--- src/rtl/npu_inst_decoder_pkg.sv ---
// NPU instruction decoder shared types: opcode/unit encodings, instruction layout, FSM states.
// Latency: n/a (types and constants only).
// Backpressure: n/a.
package npu_inst_decoder_pkg;

   // Instruction word bit positions
   localparam int OP_MSB   = 63;
   localparam int OP_LSB   = 56;
   localparam int DST_MSB  = 55;
   localparam int DST_LSB  = 40;
   localparam int SRC_MSB  = 39;
   localparam int SRC_LSB  = 24;
   localparam int LEN_MSB  = 23;
   localparam int LEN_LSB  = 8;
   localparam int FLG_MSB  = 7;
   localparam int FLG_LSB  = 0;

   typedef enum logic [7:0] {
      OP_NOP   = 8'h00,
      OP_LOAD  = 8'h01,
      OP_STORE = 8'h02,
      OP_CONV  = 8'h10,
      OP_GEMM  = 8'h11,
      OP_ACT   = 8'h20,
      OP_POOL  = 8'h30,
      OP_SYNC  = 8'hF0,
      OP_HALT  = 8'hFF
   } opcode_e;

   typedef enum logic [1:0] {
      UNIT_DMA  = 2'd0,
      UNIT_PE   = 2'd1,
      UNIT_ACT  = 2'd2,
      UNIT_POOL = 2'd3
   } unit_e;

   // Opcode kept as raw bits: illegal values must be representable.
   typedef struct packed {
      logic [7:0]  opcode;
      logic [15:0] dst;
      logic [15:0] src;
      logic [15:0] len;
      logic [7:0]  flags;
   } inst_t;

   typedef enum logic [2:0] {
      ST_IDLE,
      ST_FETCH,
      ST_ISSUE,
      ST_WAIT_SYNC,
      ST_DONE,
      ST_ERROR
   } dec_state_e;

endpackage

--- src/rtl/npu_inst_decoder_if.sv ---
// Decoder bus bundle: upstream instruction buffer read side plus the command channel to dispatch.
// Latency: n/a (wiring only).
// Backpressure: cmd_valid/cmd_ready on the command side; buf_empty/buf_rd_en on the buffer side.
// Ports: buf_empty, buf_rd_data, buf_rd_en, buf_flush, cmd_valid, cmd_ready, cmd_unit/op/dst/src/len/flags.
interface npu_inst_decoder_if #(
   parameter int INST_WIDTH = 64
);
   logic                  buf_empty;
   logic [INST_WIDTH-1:0] buf_rd_data;
   logic                  buf_rd_en;
   logic                  buf_flush;

   logic                  cmd_valid;
   logic                  cmd_ready;
   logic [1:0]            cmd_unit;
   logic [7:0]            cmd_op;
   logic [15:0]           cmd_dst;
   logic [15:0]           cmd_src;
   logic [15:0]           cmd_len;
   logic [7:0]            cmd_flags;

   // master = decoder side, slave = buffer/dispatch side
   modport master (
      input  buf_empty, buf_rd_data, cmd_ready,
      output buf_rd_en, buf_flush, cmd_valid, cmd_unit, cmd_op,
             cmd_dst, cmd_src, cmd_len, cmd_flags
   );

   modport slave (
      output buf_empty, buf_rd_data, cmd_ready,
      input  buf_rd_en, buf_flush, cmd_valid, cmd_unit, cmd_op,
             cmd_dst, cmd_src, cmd_len, cmd_flags
   );
endinterface

--- src/rtl/npu_inst_field_decode.sv ---
// Opcode classifier: maps an instruction to its target unit and flags control/illegal opcodes.
// Latency: combinational.
// Backpressure: none.
// Ports: inst (in), unit / is_ctrl / is_illegal (out).
module npu_inst_field_decode
   import npu_inst_decoder_pkg::*;
(
   input  inst_t inst,
   output unit_e unit,
   output logic  is_ctrl,
   output logic  is_illegal
);

   always_comb begin
      unit       = UNIT_DMA;
      is_ctrl    = 1'b0;
      is_illegal = 1'b0;
      case (inst.opcode)
         OP_LOAD, OP_STORE:       unit = UNIT_DMA;
         OP_CONV, OP_GEMM:        unit = UNIT_PE;
         OP_ACT:                  unit = UNIT_ACT;
         OP_POOL:                 unit = UNIT_POOL;
         OP_NOP, OP_SYNC, OP_HALT: is_ctrl = 1'b1;
         default:                 is_illegal = 1'b1;
      endcase
   end

endmodule

--- src/rtl/npu_inst_decoder.sv ---
// NPU instruction decoder: pops 64-bit instructions, issues unit commands, executes NOP/SYNC/HALT.
// Latency: one cycle from buffer consume to cmd_valid; one instruction per cycle when cmd_ready stays high.
// Backpressure: cmd_ready low holds cmd_* stable and stops buffer reads; SYNC stalls until units idle.
// Ports: clk, rst, start, abort, units_busy, busy, done, error, inst_count, bus (master modport).
module npu_inst_decoder
   import npu_inst_decoder_pkg::*;
#(
   parameter int INST_WIDTH = 64,
   parameter int NUM_UNITS  = 4,
   parameter int CNT_WIDTH  = 32
) (
   input  logic                 clk,
   input  logic                 rst,
   input  logic                 start,
   input  logic                 abort,
   input  logic [NUM_UNITS-1:0] units_busy,
   output logic                 busy,
   output logic                 done,
   output logic                 error,
   output logic [CNT_WIDTH-1:0] inst_count,
   npu_inst_decoder_if.master   bus
);

   dec_state_e state_q, state_d, branch_st;

   inst_t      inst;
   unit_e      dec_unit;
   logic       is_ctrl, is_illegal;

   logic       rd_en, hs, start_ok, idle_like;
   logic       sync_hold_q, flush_q, done_q, error_q, cnt_pend_q;
   logic [1:0] cnt_events;
   logic [CNT_WIDTH-1:0] cnt_q;

   logic [1:0]  cmd_unit_q;
   logic [7:0]  cmd_op_q, cmd_flags_q;
   logic [15:0] cmd_dst_q, cmd_src_q, cmd_len_q;

   assign inst = bus.buf_rd_data[INST_WIDTH-1:0];

   npu_inst_field_decode u_field_decode (
      .inst       (inst),
      .unit       (dec_unit),
      .is_ctrl    (is_ctrl),
      .is_illegal (is_illegal)
   );

   assign idle_like = (state_q == ST_IDLE) || (state_q == ST_DONE) || (state_q == ST_ERROR);
   assign start_ok  = start && !abort && idle_like;
   assign hs        = (state_q == ST_ISSUE) && bus.cmd_ready;
   assign rd_en     = ((state_q == ST_FETCH) || hs) && !bus.buf_empty && !abort;

   // Where a consumed entry sends the FSM (shared by FETCH and the ISSUE handshake).
   always_comb begin
      branch_st = ST_FETCH;
      if (is_illegal) begin
         branch_st = ST_ERROR;
      end else if (!is_ctrl) begin
         branch_st = ST_ISSUE;
      end else if (inst.opcode == OP_SYNC) begin
         branch_st = ST_WAIT_SYNC;
      end else if (inst.opcode == OP_HALT) begin
         branch_st = ST_DONE;
      end
   end

   always_comb begin
      state_d = state_q;
      if (abort) begin
         state_d = ST_IDLE;
      end else begin
         case (state_q)
            ST_IDLE, ST_DONE, ST_ERROR: begin
               if (start) state_d = ST_FETCH;
            end
            ST_FETCH: begin
               if (rd_en) state_d = branch_st;
            end
            ST_ISSUE: begin
               if (bus.cmd_ready) state_d = rd_en ? branch_st : ST_FETCH;
            end
            ST_WAIT_SYNC: begin
               // sync_hold_q covers a command handed off last cycle whose unit
               // has not yet raised its busy flag.
               if ((units_busy == '0) && !sync_hold_q) state_d = ST_FETCH;
            end
            default: state_d = ST_IDLE;
         endcase
      end
   end

   // A handshake and a consumed control opcode can land in the same cycle,
   // but the counter only steps by one per cycle; the second retirement is
   // parked in cnt_pend_q and applied on the next cycle (always free, since
   // the FSM leaves ISSUE when it consumes a control opcode).
   assign cnt_events = {1'b0, hs} + {1'b0, rd_en && is_ctrl} + {1'b0, cnt_pend_q};

   always_ff @(posedge clk or posedge rst) begin
      if (rst) begin
         state_q     <= ST_IDLE;
         sync_hold_q <= 1'b0;
         flush_q     <= 1'b0;
         done_q      <= 1'b0;
         error_q     <= 1'b0;
         cnt_pend_q  <= 1'b0;
         cnt_q       <= '0;
         cmd_unit_q  <= '0;
         cmd_op_q    <= '0;
         cmd_dst_q   <= '0;
         cmd_src_q   <= '0;
         cmd_len_q   <= '0;
         cmd_flags_q <= '0;
      end else begin
         state_q     <= state_d;
         sync_hold_q <= hs;
         flush_q     <= abort;
         done_q      <= rd_en && is_ctrl && (inst.opcode == OP_HALT);

         if (rd_en) begin
            cmd_unit_q  <= dec_unit;
            cmd_op_q    <= inst.opcode;
            cmd_dst_q   <= inst.dst;
            cmd_src_q   <= inst.src;
            cmd_len_q   <= inst.len;
            cmd_flags_q <= inst.flags;
         end

         if (start_ok && (state_q == ST_ERROR)) begin
            error_q <= 1'b0;
         end else if (rd_en && is_illegal) begin
            error_q <= 1'b1;
         end

         if (start_ok) begin
            cnt_q      <= '0;
            cnt_pend_q <= 1'b0;
         end else begin
            if (cnt_events != 2'd0) cnt_q <= cnt_q + 1'b1;
            cnt_pend_q <= cnt_events[1];
         end
      end
   end

   assign busy       = (state_q == ST_FETCH) || (state_q == ST_ISSUE) || (state_q == ST_WAIT_SYNC);
   assign done       = done_q;
   assign error      = error_q;
   assign inst_count = cnt_q;

   assign bus.buf_rd_en = rd_en;
   assign bus.buf_flush = flush_q;
   assign bus.cmd_valid = (state_q == ST_ISSUE);
   assign bus.cmd_unit  = cmd_unit_q;
   assign bus.cmd_op    = cmd_op_q;
   assign bus.cmd_dst   = cmd_dst_q;
   assign bus.cmd_src   = cmd_src_q;
   assign bus.cmd_len   = cmd_len_q;
   assign bus.cmd_flags = cmd_flags_q;

endmodule

--- src/flat_wrapper.sv ---
// flat-port wrapper written by rule: the top's interface ports become plain ports
module npu_inst_decoder_flat import npu_inst_decoder_pkg::*;
#(
   parameter int INST_WIDTH = 64,
   parameter int NUM_UNITS  = 4,
   parameter int CNT_WIDTH  = 32
)
  (clk, rst, start, abort, units_busy, busy, done, error, inst_count, bus_buf_empty, bus_buf_rd_data, bus_cmd_ready, bus_buf_rd_en, bus_buf_flush, bus_cmd_valid, bus_cmd_unit, bus_cmd_op, bus_cmd_dst, bus_cmd_src, bus_cmd_len, bus_cmd_flags);
  npu_inst_decoder_if #(.INST_WIDTH(INST_WIDTH)) bus_i ();
  input  logic clk;
  input  logic rst;
  input  logic start;
  input  logic abort;
  input  logic [NUM_UNITS-1:0] units_busy;
  output logic busy;
  output logic done;
  output logic error;
  output logic [CNT_WIDTH-1:0] inst_count;
  input wire logic [$bits(bus_i.buf_empty)-1:0] bus_buf_empty;
  input wire logic [$bits(bus_i.buf_rd_data)-1:0] bus_buf_rd_data;
  input wire logic [$bits(bus_i.cmd_ready)-1:0] bus_cmd_ready;
  output wire logic [$bits(bus_i.buf_rd_en)-1:0] bus_buf_rd_en;
  output wire logic [$bits(bus_i.buf_flush)-1:0] bus_buf_flush;
  output wire logic [$bits(bus_i.cmd_valid)-1:0] bus_cmd_valid;
  output wire logic [$bits(bus_i.cmd_unit)-1:0] bus_cmd_unit;
  output wire logic [$bits(bus_i.cmd_op)-1:0] bus_cmd_op;
  output wire logic [$bits(bus_i.cmd_dst)-1:0] bus_cmd_dst;
  output wire logic [$bits(bus_i.cmd_src)-1:0] bus_cmd_src;
  output wire logic [$bits(bus_i.cmd_len)-1:0] bus_cmd_len;
  output wire logic [$bits(bus_i.cmd_flags)-1:0] bus_cmd_flags;
  assign bus_i.buf_empty = bus_buf_empty;
  assign bus_i.buf_rd_data = bus_buf_rd_data;
  assign bus_i.cmd_ready = bus_cmd_ready;
  assign bus_buf_rd_en = bus_i.buf_rd_en;
  assign bus_buf_flush = bus_i.buf_flush;
  assign bus_cmd_valid = bus_i.cmd_valid;
  assign bus_cmd_unit = bus_i.cmd_unit;
  assign bus_cmd_op = bus_i.cmd_op;
  assign bus_cmd_dst = bus_i.cmd_dst;
  assign bus_cmd_src = bus_i.cmd_src;
  assign bus_cmd_len = bus_i.cmd_len;
  assign bus_cmd_flags = bus_i.cmd_flags;
  npu_inst_decoder #(.INST_WIDTH(INST_WIDTH), .NUM_UNITS(NUM_UNITS), .CNT_WIDTH(CNT_WIDTH)) u_core (.clk(clk), .rst(rst), .start(start), .abort(abort), .units_busy(units_busy), .busy(busy), .done(done), .error(error), .inst_count(inst_count), .bus(bus_i));
endmodule
--- config.mk ---
export PLATFORM = sky130hd
export DESIGN_NAME = npu_inst_decoder_flat
export DESIGN_NICKNAME = d
export VERILOG_FILES = /design/src/rtl/npu_inst_decoder_pkg.sv /design/src/rtl/npu_inst_decoder_if.sv /design/src/rtl/npu_inst_field_decode.sv /design/src/rtl/npu_inst_decoder.sv /design/src/flat_wrapper.sv
export SDC_FILE = /design/constraint.sdc
export NUM_CORES = 1
export LEC_CHECK = 0
export BUFFER_PORTS_ARGS = -buffer_cell sky130_fd_sc_hd__buf_2
export CORE_MARGIN = 2
export CORE_UTILIZATION = 44
export CTS_CLUSTER_SIZE = 10
export DETAILED_ROUTE_END_ITERATION = 8
export PLACE_DENSITY = 0.76
export RECOVER_POWER = 50
export SLEW_MARGIN = 20
export SYNTH_ARGS = -nofsm -noshare
export SYNTH_HDL_FRONTEND = slang
export SYNTH_SLANG_ARGS = --single-unit
--- constraint.sdc ---
create_clock -name clk -period 3.55 [get_ports clk]
set_input_delay 0.8875 -clock clk [delete_from_list [all_inputs] [get_ports clk]]
set_output_delay 0.8875 -clock clk [all_outputs]
set_load 0.02 [all_outputs]
==> results of run 1 <==
## per-layer routing
metal	vias up	GRT usage (%)	share of wire (%)
met4	0	8.442	2.1
met1	1987	26.08	44
met5	-	0	0
met3	18	3.769	7.8
met2	171	33.58	46
li1	2022	-	-
## worst min-delay path by stage
stage                                                 start                                 to  depth (start not counted)
after floorplan               u_core.state_q[0]$_DFFE_PP0P_           u_core.error$_DFFE_PP0P_                          2
final                      u_core.bus.cmd_op[6]$_DFFE_PP0P_   u_core.bus.cmd_op[6]$_DFFE_PP0P_                          2
after global placement    u_core.bus.cmd_dst[1]$_DFFE_PP0P_  u_core.bus.cmd_dst[1]$_DFFE_PP0P_                          2
after detailed placement  u_core.bus.cmd_len[2]$_DFFE_PP0P_  u_core.bus.cmd_len[2]$_DFFE_PP0P_                          2
after CTS                 u_core.bus.cmd_len[2]$_DFFE_PP0P_  u_core.bus.cmd_len[2]$_DFFE_PP0P_                          2
after global routing      u_core.bus.cmd_src[5]$_DFFE_PP0P_  u_core.bus.cmd_src[5]$_DFFE_PP0P_                          2
## power groups by stage
stage	combinational, mW	clock (mW)	sequential, mW
2_1_floorplan	0.397	0	2.23
6_report	1.30	0.781	1.77
3_5_place_dp	1.39	0	1.78
4_1_cts	1.40	0.804	1.75
5_1_grt	1.44	0.861	1.81
3_3_place_gp	1.37	0	1.76
## final cells by class
cell class,count,area [µm²],area share (%)
flip-flops and latches,106,2653,45.12
multi-input cells,379,1891,32.16
repair buffers,191,934.6,15.90
well taps,136,170.2,2.894
clock buffers,10,127.6,2.171
clock inverters,5,80.08,1.362
inverters,6,23.77,0.4043
## worst register-to-register path, stage by stage, from the launching register on
cell     delay, ns
dfrtp_1       0.50
nor2b_1       0.26
a21oi_1       0.05
or4_2         0.56
nor2_1        0.19
fa_1          0.29
o21ai_0       0.21
nor3_4        0.33
nand4_2       0.17
or3_1         0.37
a21oi_1       0.14
## placed cells by master (no fill, tap or decap), types with 5 or more instances in the layout
master,instances
o21ai_0,8
clkbuf_8,9
a21oi_1,13
nor2_1,40
nor2b_1,5
nand4_1,11
and3_1,5
buf_4,10
dfrtp_1,106
clkbuf_1,52
nor3_1,6
xnor2_1,6
nand2_1,211
buf_2,127
xor2_1,21
nand3_1,16
## state kept, by name (all words and copies together) (netlist names), 2 cells and up
signal,count
u_core.bus.cmd_src,16
u_core.bus.cmd_unit,2
u_core.bus.cmd_dst,16
u_core.inst_count,32
u_core.bus.cmd_len,16
u_core.bus.cmd_op,8
u_core.state_q,3
u_core.bus.cmd_flags,8
## cells in the mapped netlist, drive strengths merged
library cell	instances	share of area (%)
a21o	1	0.16
and4	3	0.59
or3	4	0.56
nor4b	1	0.32
o32ai	1	0.19
xor2	21	3.9
nor2	40	3.2
nor2b	5	0.67
nor3b	2	0.32
buf	10	1.3
nand4	13	2.2
a31oi	1	0.13
a311oi	1	0.19
clkbuf	12	0.97
nand2	211	17
a2bb2oi	1	0.19
nand2b	2	0.27
inv	6	0.48
o32a	1	0.21
a32o	1	0.21
o21a	1	0.16
o211ai	1	0.16
ha	1	0.27
xnor2	6	1.1
a21oi	13	1.4
o21ai	8	0.86
and3	5	0.67
or2	1	0.13
o211a	1	0.21
or4	2	0.32
nor4	4	0.86
dfrtp	106	57
a221o	1	0.21
fa	1	0.43
nor3	8	1.2
nand3	16	1.7
a41o	1	0.21
## cell families (layout without fill, tap and decap cells)
group,count (synthesis),in the layout,share of synthesized area [%]
AND/OR/NAND/NOR,317,317,30.07
buffers and inverters,28,212,2.738
flip-flops,106,106,56.91
adder cells (fa/ha/maj),2,2,0.6980
AO/OA/AOI/OAI,33,33,4.510
XOR/XNOR,27,27,5.074
## through the flow
| step | power, mW | hold WS (ns) | cell area [µm²] |
|---|---|---|---|
| floorplan | 2.623 | 0.5821 | 4664 |
| global placement | 3.129 | 0.4523 | 5756 |
| detailed placement | 3.174 | 0.4562 | 5756 |
| CTS | 3.956 | 0.4783 | 5963 |
| global route | 4.109 | 0.4969 | 5879 |
| finish | 3.850 | 0.4800 | 5879 |
==> flow_summary_export.csv, run 1 <==
group,metric,value,unit
cells_and_area,area_growth,26.15,%
cells_and_area,fin_util,56.95,%
clock_tree,h-tree-depth,3,
drt,dr_total_vias,4198,
critical_path,critPathSlowestCell,"or4_2",
global_route,grt_max_degree,107,
critical_path,cp_max_fo,8,
placement,place.gp.congestion,0.8666,
logic_synthesis,yosysSeqAreaShare,56.91,%
logic_synthesis,yosys.cell_types.count,46,
critical_path,reg2reg_slack,0.40,ns
global_route,grt_use_total,20.22,%
placement,place_hpwl,8206,µm
critical_path,r2r-end,"u_core.inst_count[30]$_DFFE_PP0P_",
clock_tree,clkLatencyLatePin,0.36,ns
critical_path,worst_r2r_startpoint,"u_core.state_q[0]$_DFFE_PP0P_",
critical_path,criticalPathCategory,"in2reg",
timing,maxSlewHeadroom,-69.75,%
flow_run,cap_violations,1,
timing,fin_crit_sh,89.87,%
drt,wl_per_cell,13.67,µm
logic_synthesis,synth_nets,589,
die,io_pins,178,
die,row_count,37,
critical_path,path_cells,"buf_2, nor2b_1, a21oi_1, or4_2, nor2_1, fa_1, o21ai_0, nor3_4, nand4_2, or3_1, a21oi_1",
drt,antenna_left,0,
drt,avgViaCountPerCell,5.040,
cells_and_area,diodes,0,
timing,setup_tns,0,ns
critical_path,worst_ep_arrival_time,3.48,ns
timing,rsz0062_at_grt,"false",
cells_and_area,layout.cells.non_filler,833,
drt,drcViolationCount,0,
clock_tree,post_cts_buffers,0,
clock_tree,cts.repair.resized,0,
critical_path,cp-start-kind,"input port",
clock_tree,cts_buffer_depth,2,
run_status,violations,"max-capacitance violations, max-slew violations",
clock_tree,path_clk_slew,0.09,ns
critical_path,crit_family,"simple AND/OR/NAND/NOR gates",
critical_path,critPathLaunch,"bus_cmd_ready",
timing,period_minus_slack,3.190,ns
cells_and_area,fillers,941,
cells_and_area,final_nets,769,
timing,report.final.hold_viol_count,0,
drt,dr.pass1.iters,4,
placement,place_inst,818,
clock_tree,cts_tree,"yes",
global_route,overflow,0,
power,swShare,39.20,%
clock_tree,cts_hold_buf,0,
critical_path,path_depth,11,
critical_path,r2r_cells,10,
drt,drt_iter0_drc,225,
drt,wirelength,11390,µm
power,leakage,3.173,nW
timing,final_max_slew_viol_count,107,
power,p_sw,1.509,mW
global_route,grt_antenna_before_repair,0,
die,die_area,11430,µm²
run_status,run_status,"finished, violations left",
timing,maxClockFrequency,313.5,MHz
clock_tree,cts_buffers,9,
hold_path,hp-class,"reg2reg",
critical_path,cpPeakStageDelay,0.56,ns
clock_tree,clock-sinks,106,
logic_synthesis,synthCells,513,
critical_path,path_common_cell,"a21oi_1",
critical_path,cp-end-kind,"register",
power,p_clk_share,20.3,%
clock_tree,root_buffer,"clkbuf_8",
logic_synthesis,synth_seq_cells,106,
power,seqPwrFrac,45.9,%
cells_and_area,layout-drive-gt1-share,23.82,%
logic_synthesis,yosys_warnings,0,
timing,skew,0.009954,ns
logic_synthesis,syn_area_per_cell,9.085,µm²
power,peakVddDrop,0.3286,mV
placement,portBuffers,177,
die,die_w,106.9,µm
timing,tightestPinTransition,2.546,ns
critical_path,path_buf_inv,1,
die,core_area,10320,µm²
critical_path,critPathRequiredTime,3.84,ns
power,p_int,2.341,mW
logic_synthesis,synthesis.area,4661,µm²
die,initial_core_util,45.15,%
die,die_h,106.9,µm
power,comb_power_share,33.8,%
placement,place_ws,-0.03658,ns
global_route,grt_pass1_wl,18520,µm
power,p_per_area,654.9,nW/µm²
timing,finalSetupViolCount,0,
critical_path,crit_end,"u_core.inst_count[30]$_DFFE_PP0P_",
timing,postLayoutSetupSlackWorst,0.3597,ns
global_route,first_global_vias,3945,
Power figures use the tool's default switching activity.
==> run 2: changes to the inputs <==
CORE_UTILIZATION = 50   (was 44)
PLACE_DENSITY = 0.81   (was 0.76)
SETUP_SLACK_MARGIN = 0.2   (was not set)
clock period = 4 ns   (was 3.55 ns; I/O delays follow)
==> run 2 against run 1 <==
Effect of this change:
- the flow still finishes with violations (max-capacitance violations, max-slew violations)
- combinational power fell by 11%
- first-iteration DRC count fell by 51%
- power down 13%
- global-route usage is 1.8 points higher
- die area shrank 12%
- sequential power shrank 11%
- final area decreased by 1.8%
- hold slack gained 0.0036 ns
- final cell count shrank 3.7%
- register-to-register slack better by 0.38 ns
- worst setup slack improved by 0.0080 ns
- critical endpoint is now bus_buf_rd_en
- clock power fell by 18%
==> flow_summary_export.csv, run 2 (synthesis results as in run 1) <==
group,metric,value,unit
cells_and_area,layout-drive-gt1-share,23.01,%
timing,period_minus_slack,3.632,ns
drt,antenna_left,0,
global_route,overflow,0,
cells_and_area,largest_register_ffs,32,
power,leakage,3.129,nW
critical_path,cp-start-kind,"input port",
critical_path,r2r_cells,10,
die,io_pins,178,
cells_and_area,final_nets,762,
drt,wl_per_cell,14.06,µm
cells_and_area,final_cell_mix,"211 x nand2_1, 125 x buf_2, 106 x dfrtp_1, 53 x clkbuf_1, 40 x nor2_1",
timing,tightestPinTransition,1.819,ns
die,die_area,10110,µm²
critical_path,reg2reg_slack,0.78,ns
clock_tree,h-tree-depth,3,
global_route,met2_usage,37.74,%
timing,report.final.hold_viol_count,0,
cells_and_area,diodes,0,
clock_tree,cts_tree,"yes",
critical_path,cpPeakStageDelay,0.57,ns
critical_path,critPathLaunch,"bus_cmd_ready",
cells_and_area,layout_commonest_cell,"nand2_1",
critical_path,critPathSlowestCell,"or4_2",
timing,maxClockFrequency,275.3,MHz
critical_path,path_cells,"buf_2, nor2b_1, a21oi_1, or4_2, buf_4, inv_2, buf_2",
clock_tree,post_cts_buffers,0,
timing,fin_crit_sh,90.81,%
placement,portBuffers,177,
critical_path,path_common_cell,"buf_2",
critical_path,critPathRequiredTime,3.00,ns
die,die_w,100.5,µm
critical_path,path_buf_inv,4,
clock_tree,path_clk_slew,0.09,ns
die,core_area,9153,µm²
critical_path,r2r-end,"u_core.inst_count[30]$_DFFE_PP0P_",
critical_path,crit_end,"bus_buf_rd_en",
cells_and_area,fin_util,63.09,%
global_route,grt_util_met1,29.11,%
drt,drcViolationCount,0,
timing,maxSlewHeadroom,-21.52,%
power,p_per_area,582.9,nW/µm²
die,initial_core_util,50.92,%
drt,avgViaCountPerCell,5.082,
placement,place.gp.congestion,0.8997,
critical_path,cp-end-kind,"output port",
timing,setup_tns,0,ns
global_route,grt_pass1_wl,17830,µm
cells_and_area,area_growth,23.89,%
global_route,met3_usage,3.606,%
hold_path,hp-class,"reg2reg",
drt,dr.pass1.iters,4,
clock_tree,clock-sinks,106,
flow_run,cap_violations,1,
critical_path,criticalPathCategory,"in2out",
critical_path,worst_ep_arrival_time,2.63,ns
die,row_count,35,
drt,dr_total_vias,4076,
power,peakVddDrop,0.2018,mV
die,die_h,100.5,µm
clock_tree,root_buffer,"clkbuf_8",
clock_tree,cts.repair.resized,0,
global_route,grt_antenna_before_repair,0,
timing,finalSetupViolCount,0,
timing,final_max_slew_viol_count,89,
clock_tree,cts_buffers,9,
clock_tree,cts_buffer_depth,2,
timing,rsz0062_at_grt,"false",
critical_path,path_depth,7,
global_route,grt_use_total,22.03,%
critical_path,worst_r2r_startpoint,"u_core.state_q[1]$_DFFE_PP0P_",
global_route,first_global_vias,3781,
critical_path,cp_max_fo,71,
run_status,violations,"max-capacitance violations, max-slew violations",
drt,wirelength,11280,µm
clock_tree,clkLatencyLatePin,0.35,ns
timing,skew,0.01970,ns
run_status,run_status,"finished, violations left",
placement,place_hpwl,8205,µm
critical_path,crit_family,"simple AND/OR/NAND/NOR gates",
global_route,grt_max_degree,89,
clock_tree,cts_hold_buf,0,
global_route,grt.busiest_layer,"met2",
drt,drt_iter0_drc,110,
## run 2: changes by cell type in the layout (fill, tap and decap cells not counted), sizes merged
cell and change:
buf -7, clkbuf +1, bufinv -2, clkinvlp -1, inv +2, clkinv +1
## run 2: worst min path at each step
stage / from / endpoint / slack (ns) / cells after the start
after floorplan: u_core.state_q[0]$_DFFE_PP0P_ / u_core.error$_DFFE_PP0P_ / 0.58 / 2
after detailed placement: u_core.bus.cmd_dst[10]$_DFFE_PP0P_ / u_core.bus.cmd_dst[10]$_DFFE_PP0P_ / 0.46 / 2
final: u_core.bus.cmd_len[0]$_DFFE_PP0P_ / u_core.bus.cmd_len[0]$_DFFE_PP0P_ / 0.48 / 2
after global placement: u_core.bus.cmd_unit[0]$_DFFE_PP0P_ / u_core.bus.cmd_unit[0]$_DFFE_PP0P_ / 0.45 / 2
after CTS: u_core.bus.cmd_len[0]$_DFFE_PP0P_ / u_core.bus.cmd_len[0]$_DFFE_PP0P_ / 0.48 / 2
after global routing: u_core.bus.cmd_unit[0]$_DFFE_PP0P_ / u_core.bus.cmd_unit[0]$_DFFE_PP0P_ / 0.51 / 2
## run 2: where the power goes
group          internal [mW]  switching (mW)  total [mW]
clock                  0.270           0.369       0.639
combinational          0.331           0.826        1.16
sequential              1.39           0.178        1.57
total                   1.99            1.37        3.37
## run 2: layout make-up
| class | instances | area [µm²] |
|---|---|---|
| sequential | 106 | 2653 |
| clock buffer | 11 | 151.4 |
| inverter | 6 | 26.28 |
| tap | 111 | 138.9 |
| fill | 782 | 3378 |
| multi-input combinational | 379 | 1891 |
| timing repair buffer | 184 | 869.6 |
| clock inverter | 5 | 45.04 |
## run 2: per-layer routing
metal,up-vias,wire [µm]
met5,-,0
met3,6,633
met1,1920,5037
li1,2007,-
met4,0,69
met2,143,5538
## run 2: stage by stage
stage | std cells | instance area, µm² | total power, mW | worst slack, ns | hold WS, ns
after floorplan | 513 | 4661 | 2.328 | 0.2111 | 0.5821
after global placement | 786 | 5645 | 2.773 | 0.3920 | 0.4501
after detailed placement | 786 | 5645 | 2.817 | 0.2755 | 0.4571
after CTS | 802 | 5842 | 3.455 | 0.3808 | 0.4820
after global routing | 802 | 5774 | 3.593 | 0.3044 | 0.5061
final | 802 | 5774 | 3.366 | 0.3677 | 0.4836
## run 2: worst register-to-register path: cells and delay by family (launching register included)
kind	cells	cell delay [ns]
AOI/OAI and AO/OA	3	0.41
adders and majority gates	1	0.29
DFF	1	0.55
and+or+nand+nor	6	1.90
==> run 3: changes to the inputs <==
CELL_PAD_IN_SITES_DETAIL_PLACEMENT = 1   (was not set)
CELL_PAD_IN_SITES_GLOBAL_PLACEMENT = 1   (was not set)
CORE_UTILIZATION = 39   (was 50)
PLACE_DENSITY = not set   (was 0.81)
PLACE_DENSITY_LB_ADDON = 0.1   (was not set)
SYNTH_HIERARCHICAL = 1   (was not set)
==> run 3 against run 2 <==
Effect of this change:
- the run still ends with max-capacitance violations, max-slew violations left
- sequential share of layout area decreased by 2.6 points
- clock skew decreased by 0.0099 ns
- hold slack worse by 0.016 ns
- global-route usage down 0.91 points
- clock power grew 39%
- final area rose by 6.0%
- critical path depth rose by 3
- first-iteration DRC count increased by 83%
- flip-flop and latch count stayed put
- routed wire length is 25% higher
- critical endpoint is now u_core/inst_count[18]$_DFFE_PP0P_
- largest cell class unchanged
==> flow_summary_export.csv, run 3 <==
group,metric,value,unit
run_status,run_status,"finished, violations left",
run_status,violations,"max-capacitance violations, max-slew violations",
logic_synthesis,yosysSeqAreaShare,54.11,%
logic_synthesis,synth_common_cells,"217 x nand2_1, 106 x dfrtp_1, 21 x nor2_1",
critical_path,path_buf_inv,1,
drt,drcViolationCount,0,
drt,wirelength,14060,µm
global_route,grt_pass1_wl,22470,µm
die,io_pins,178,
power,p_int,1.891,mW
logic_synthesis,synthCells,539,
placement,place.gp.congestion,0.7944,
cells_and_area,layout_commonest_cell,"nand2_1",
power,seqPwrFrac,46.5,%
critical_path,reg2reg_slack,0.90,ns
logic_synthesis,synthSimpleGateAreaFrac,31.14,%
global_route,overflow,0,
drt,antenna_left,0,
timing,setup_tns,0,ns
logic_synthesis,synth_nets,615,
timing,rsz0062_at_grt,"false",
clock_tree,clkLatencyLatePin,0.35,ns
timing,period_minus_slack,3.525,ns
clock_tree,cts_hold_buf,0,
timing,skew,0.009837,ns
clock_tree,cts_buffer_depth,2,
logic_synthesis,synthesis.area,4902,µm²
logic_synthesis,synth_area_leaders,"dfrtp_1 54%, nand2_1 17%, o31ai_1 2.0%",
critical_path,worst_ep_arrival_time,3.80,ns
die,die_h,116.1,µm
die,row_count,40,
logic_synthesis,synth_top_area_share,54.11,%
global_route,grt_antenna_before_repair,0,
drt,dr.pass1.iters,4,
logic_synthesis,syn_area_per_cell,9.095,µm²
logic_synthesis,synth_mux_area_share,1.838,%
clock_tree,cts_tree,"yes",
logic_synthesis,yosys.cell_types.count,48,
hold_path,hp-class,"reg2reg",
global_route,met3_usage,3.373,%
global_route,grt_max_degree,87,
logic_synthesis,yosys.area_share.adder,0.6636,%
power,p_sw,0.9468,mW
timing,report.final.hold_viol_count,0,
global_route,first_global_vias,4480,
clock_tree,post_cts_buffers,0,
cells_and_area,largest_register_ffs,32,
clock_tree,root_buffer,"clkbuf_16",
drt,wl_per_cell,16.01,µm
critical_path,cpPeakStageDelay,0.54,ns
clock_tree,cts.repair.resized,0,
timing,final_max_slew_viol_count,87,
power,peakVddDrop,0.1668,mV
clock_tree,clock-sinks,106,
global_route,met2_usage,37.00,%
timing,finalSetupViolCount,0,
hold_path,hp-start,"u_core/bus.cmd_flags[3]$_DFFE_PP0N_",
timing,holdWs,0.4673,ns
logic_synthesis,yosys_warnings,6,
power,leakage,3.149,nW
critical_path,critPathRequiredTime,4.28,ns
critical_path,criticalPathCategory,"in2reg",
drt,dr_total_vias,4390,
critical_path,worst_r2r_startpoint,"u_core/state_q[1]$_DFFE_PP0P_",
timing,tightestPinTransition,1.918,ns
placement,portBuffers,177,
cells_and_area,area_growth,24.83,%
die,core_area,12160,µm²
placement,place_hpwl,10020,µm
critical_path,path_cells,"buf_2, or4_4, a21oi_2, a31o_1, nand2_1, fa_1, a21boi_2, nand3_2, or4_1, a21oi_1",
cells_and_area,final_cell_mix,"217 x nand2_1, 126 x buf_2, 106 x dfrtp_1, 52 x clkbuf_1, 21 x nor2_1",
power,p_clk_share,31.4,%
die,initial_core_util,40.31,%
logic_synthesis,synth_xor_area_share,1.787,%
logic_synthesis,synth_edf_count,0,
logic_synthesis,synth.most_common_cell,"nand2_1",
critical_path,cp-end-kind,"register",
critical_path,r2r-end,"u_core/inst_count[18]$_DFFE_PP0P_",
logic_synthesis,ys.flop_type,"dfrtp_1",
hold_path,hold_path_end,"u_core/bus.cmd_flags[3]$_DFFE_PP0N_",
power,swShare,33.36,%
clock_tree,h-tree-depth,3,
timing,maxSlewHeadroom,-27.85,%
critical_path,crit_family,"simple AND/OR/NAND/NOR gates",
critical_path,cp-start-kind,"input port",
cells_and_area,layout.cells.non_filler,878,
drt,drt_iter0_drc,201,
die,die_area,13480,µm²
clock_tree,path_clk_slew,0.08,ns
power,p_per_area,463.8,nW/µm²
cells_and_area,diodes,0,
flow_run,cap_violations,1,
placement,place_inst,862,
power,comb_power_share,22.1,%
logic_synthesis,synth-compound-area-share,6.406,%
die,die_w,116.1,µm
timing,fin_crit_sh,88.11,%
timing,maxClockFrequency,283.7,MHz
global_route,grt_use_total,21.13,%
global_route,grt.busiest_layer,"met2",
critical_path,critPathSlowestCell,"or4_4",
hold_path,holdPathStages,2,
logic_synthesis,synth_top_family_by_area,"simple AND/OR/NAND/NOR gates",
clock_tree,cts_buffers,9,
critical_path,cp_max_fo,9,
cells_and_area,final_nets,781,
critical_path,r2r_cells,9,
cells_and_area,layout-drive-gt1-share,23.10,%
drt,avgViaCountPerCell,5.000,
logic_synthesis,synth_seq_cells,106,
logic_synthesis,yosysTopAreaCell,"dfrtp_1",
logic_synthesis,async_reset_ff_share,100.0,%
cells_and_area,fin_util,50.32,%
global_route,grt_util_met1,27.19,%
[run 3: worst register-to-register path, stage by stage (launching register included)]
cell	delay [ns]
dfrtp_1	0.58
nand3b_4	0.12
a2111o_2	0.50
inv_2	0.07
nand2_1	0.09
fa_1	0.48
a21boi_2	0.26
nand3_2	0.23
or4_1	0.54
a21oi_1	0.17
[run 3: worst max path at each step]
stage / depth (start not counted) / from / slack, ns / endpoint
2_1_floorplan: 1 / rst / 0.21 / u_core/bus.buf_flush$_DFF_PP0_
3_3_place_gp: 10 / bus_buf_rd_data[56] / 0.20 / u_core/inst_count[14]$_DFFE_PP0P_
3_5_place_dp: 10 / bus_buf_rd_data[56] / 0.13 / u_core/inst_count[18]$_DFFE_PP0P_
4_1_cts: 10 / bus_buf_rd_data[56] / 0.49 / u_core/inst_count[18]$_DFFE_PP0P_
5_1_grt: 3 / rst / 0.27 / u_core/bus.cmd_dst[1]$_DFFE_PP0N_
6_report: 10 / bus_buf_rd_data[56] / 0.48 / u_core/inst_count[18]$_DFFE_PP0P_
[run 3: cell type report]
cell class | count | area, µm²
clock buffers | 12 | 266.5
clock inverters | 4 | 32.53
fillers | 1528 | 6042
inverters | 9 | 35.03
multi-input cells | 395 | 2052
flip-flops and latches | 106 | 2653
well taps | 168 | 210.2
repair buffers | 184 | 870.8
[run 3: kinds of logic (layout without fill, tap and decap cells)]
group,Yosys count,after routing
AO/OA/AOI/OAI,49,49
adder cells (fa/ha/maj),2,2
AND/OR/NAND/NOR,325,325
multiplexers,9,9
flip-flops,106,106
XOR/XNOR,10,10
buffers and inverters,38,209
[run 3: through the flow]
step / area, µm² / worst slack, ns / power (mW)
floorplan: 4902 / 0.2111 / 1.724
finish: 6120 / 0.4754 / 2.838
detailed placement: 5902 / 0.1291 / 2.008
global route: 6120 / 0.2729 / 2.999
global placement: 5902 / 0.2035 / 1.986
CTS: 6201 / 0.4882 / 2.905
[run 3: power by group through the flow]
stage / clock (mW) / sequential (mW) / combinational (mW)
finish: 0.891 / 1.32 / 0.627
CTS: 0.915 / 1.32 / 0.673
floorplan: 0 / 1.54 / 0.183
global route: 0.966 / 1.34 / 0.691
global placement: 0 / 1.33 / 0.657
detailed placement: 0 / 1.34 / 0.670
[run 3: metal layers]
layer / up-vias / routed length, µm
met2: 121 / 6954
met5: - / 0
met4: 0 / 133
li1: 2123 / -
met3: 9 / 637
met1: 2137 / 6330
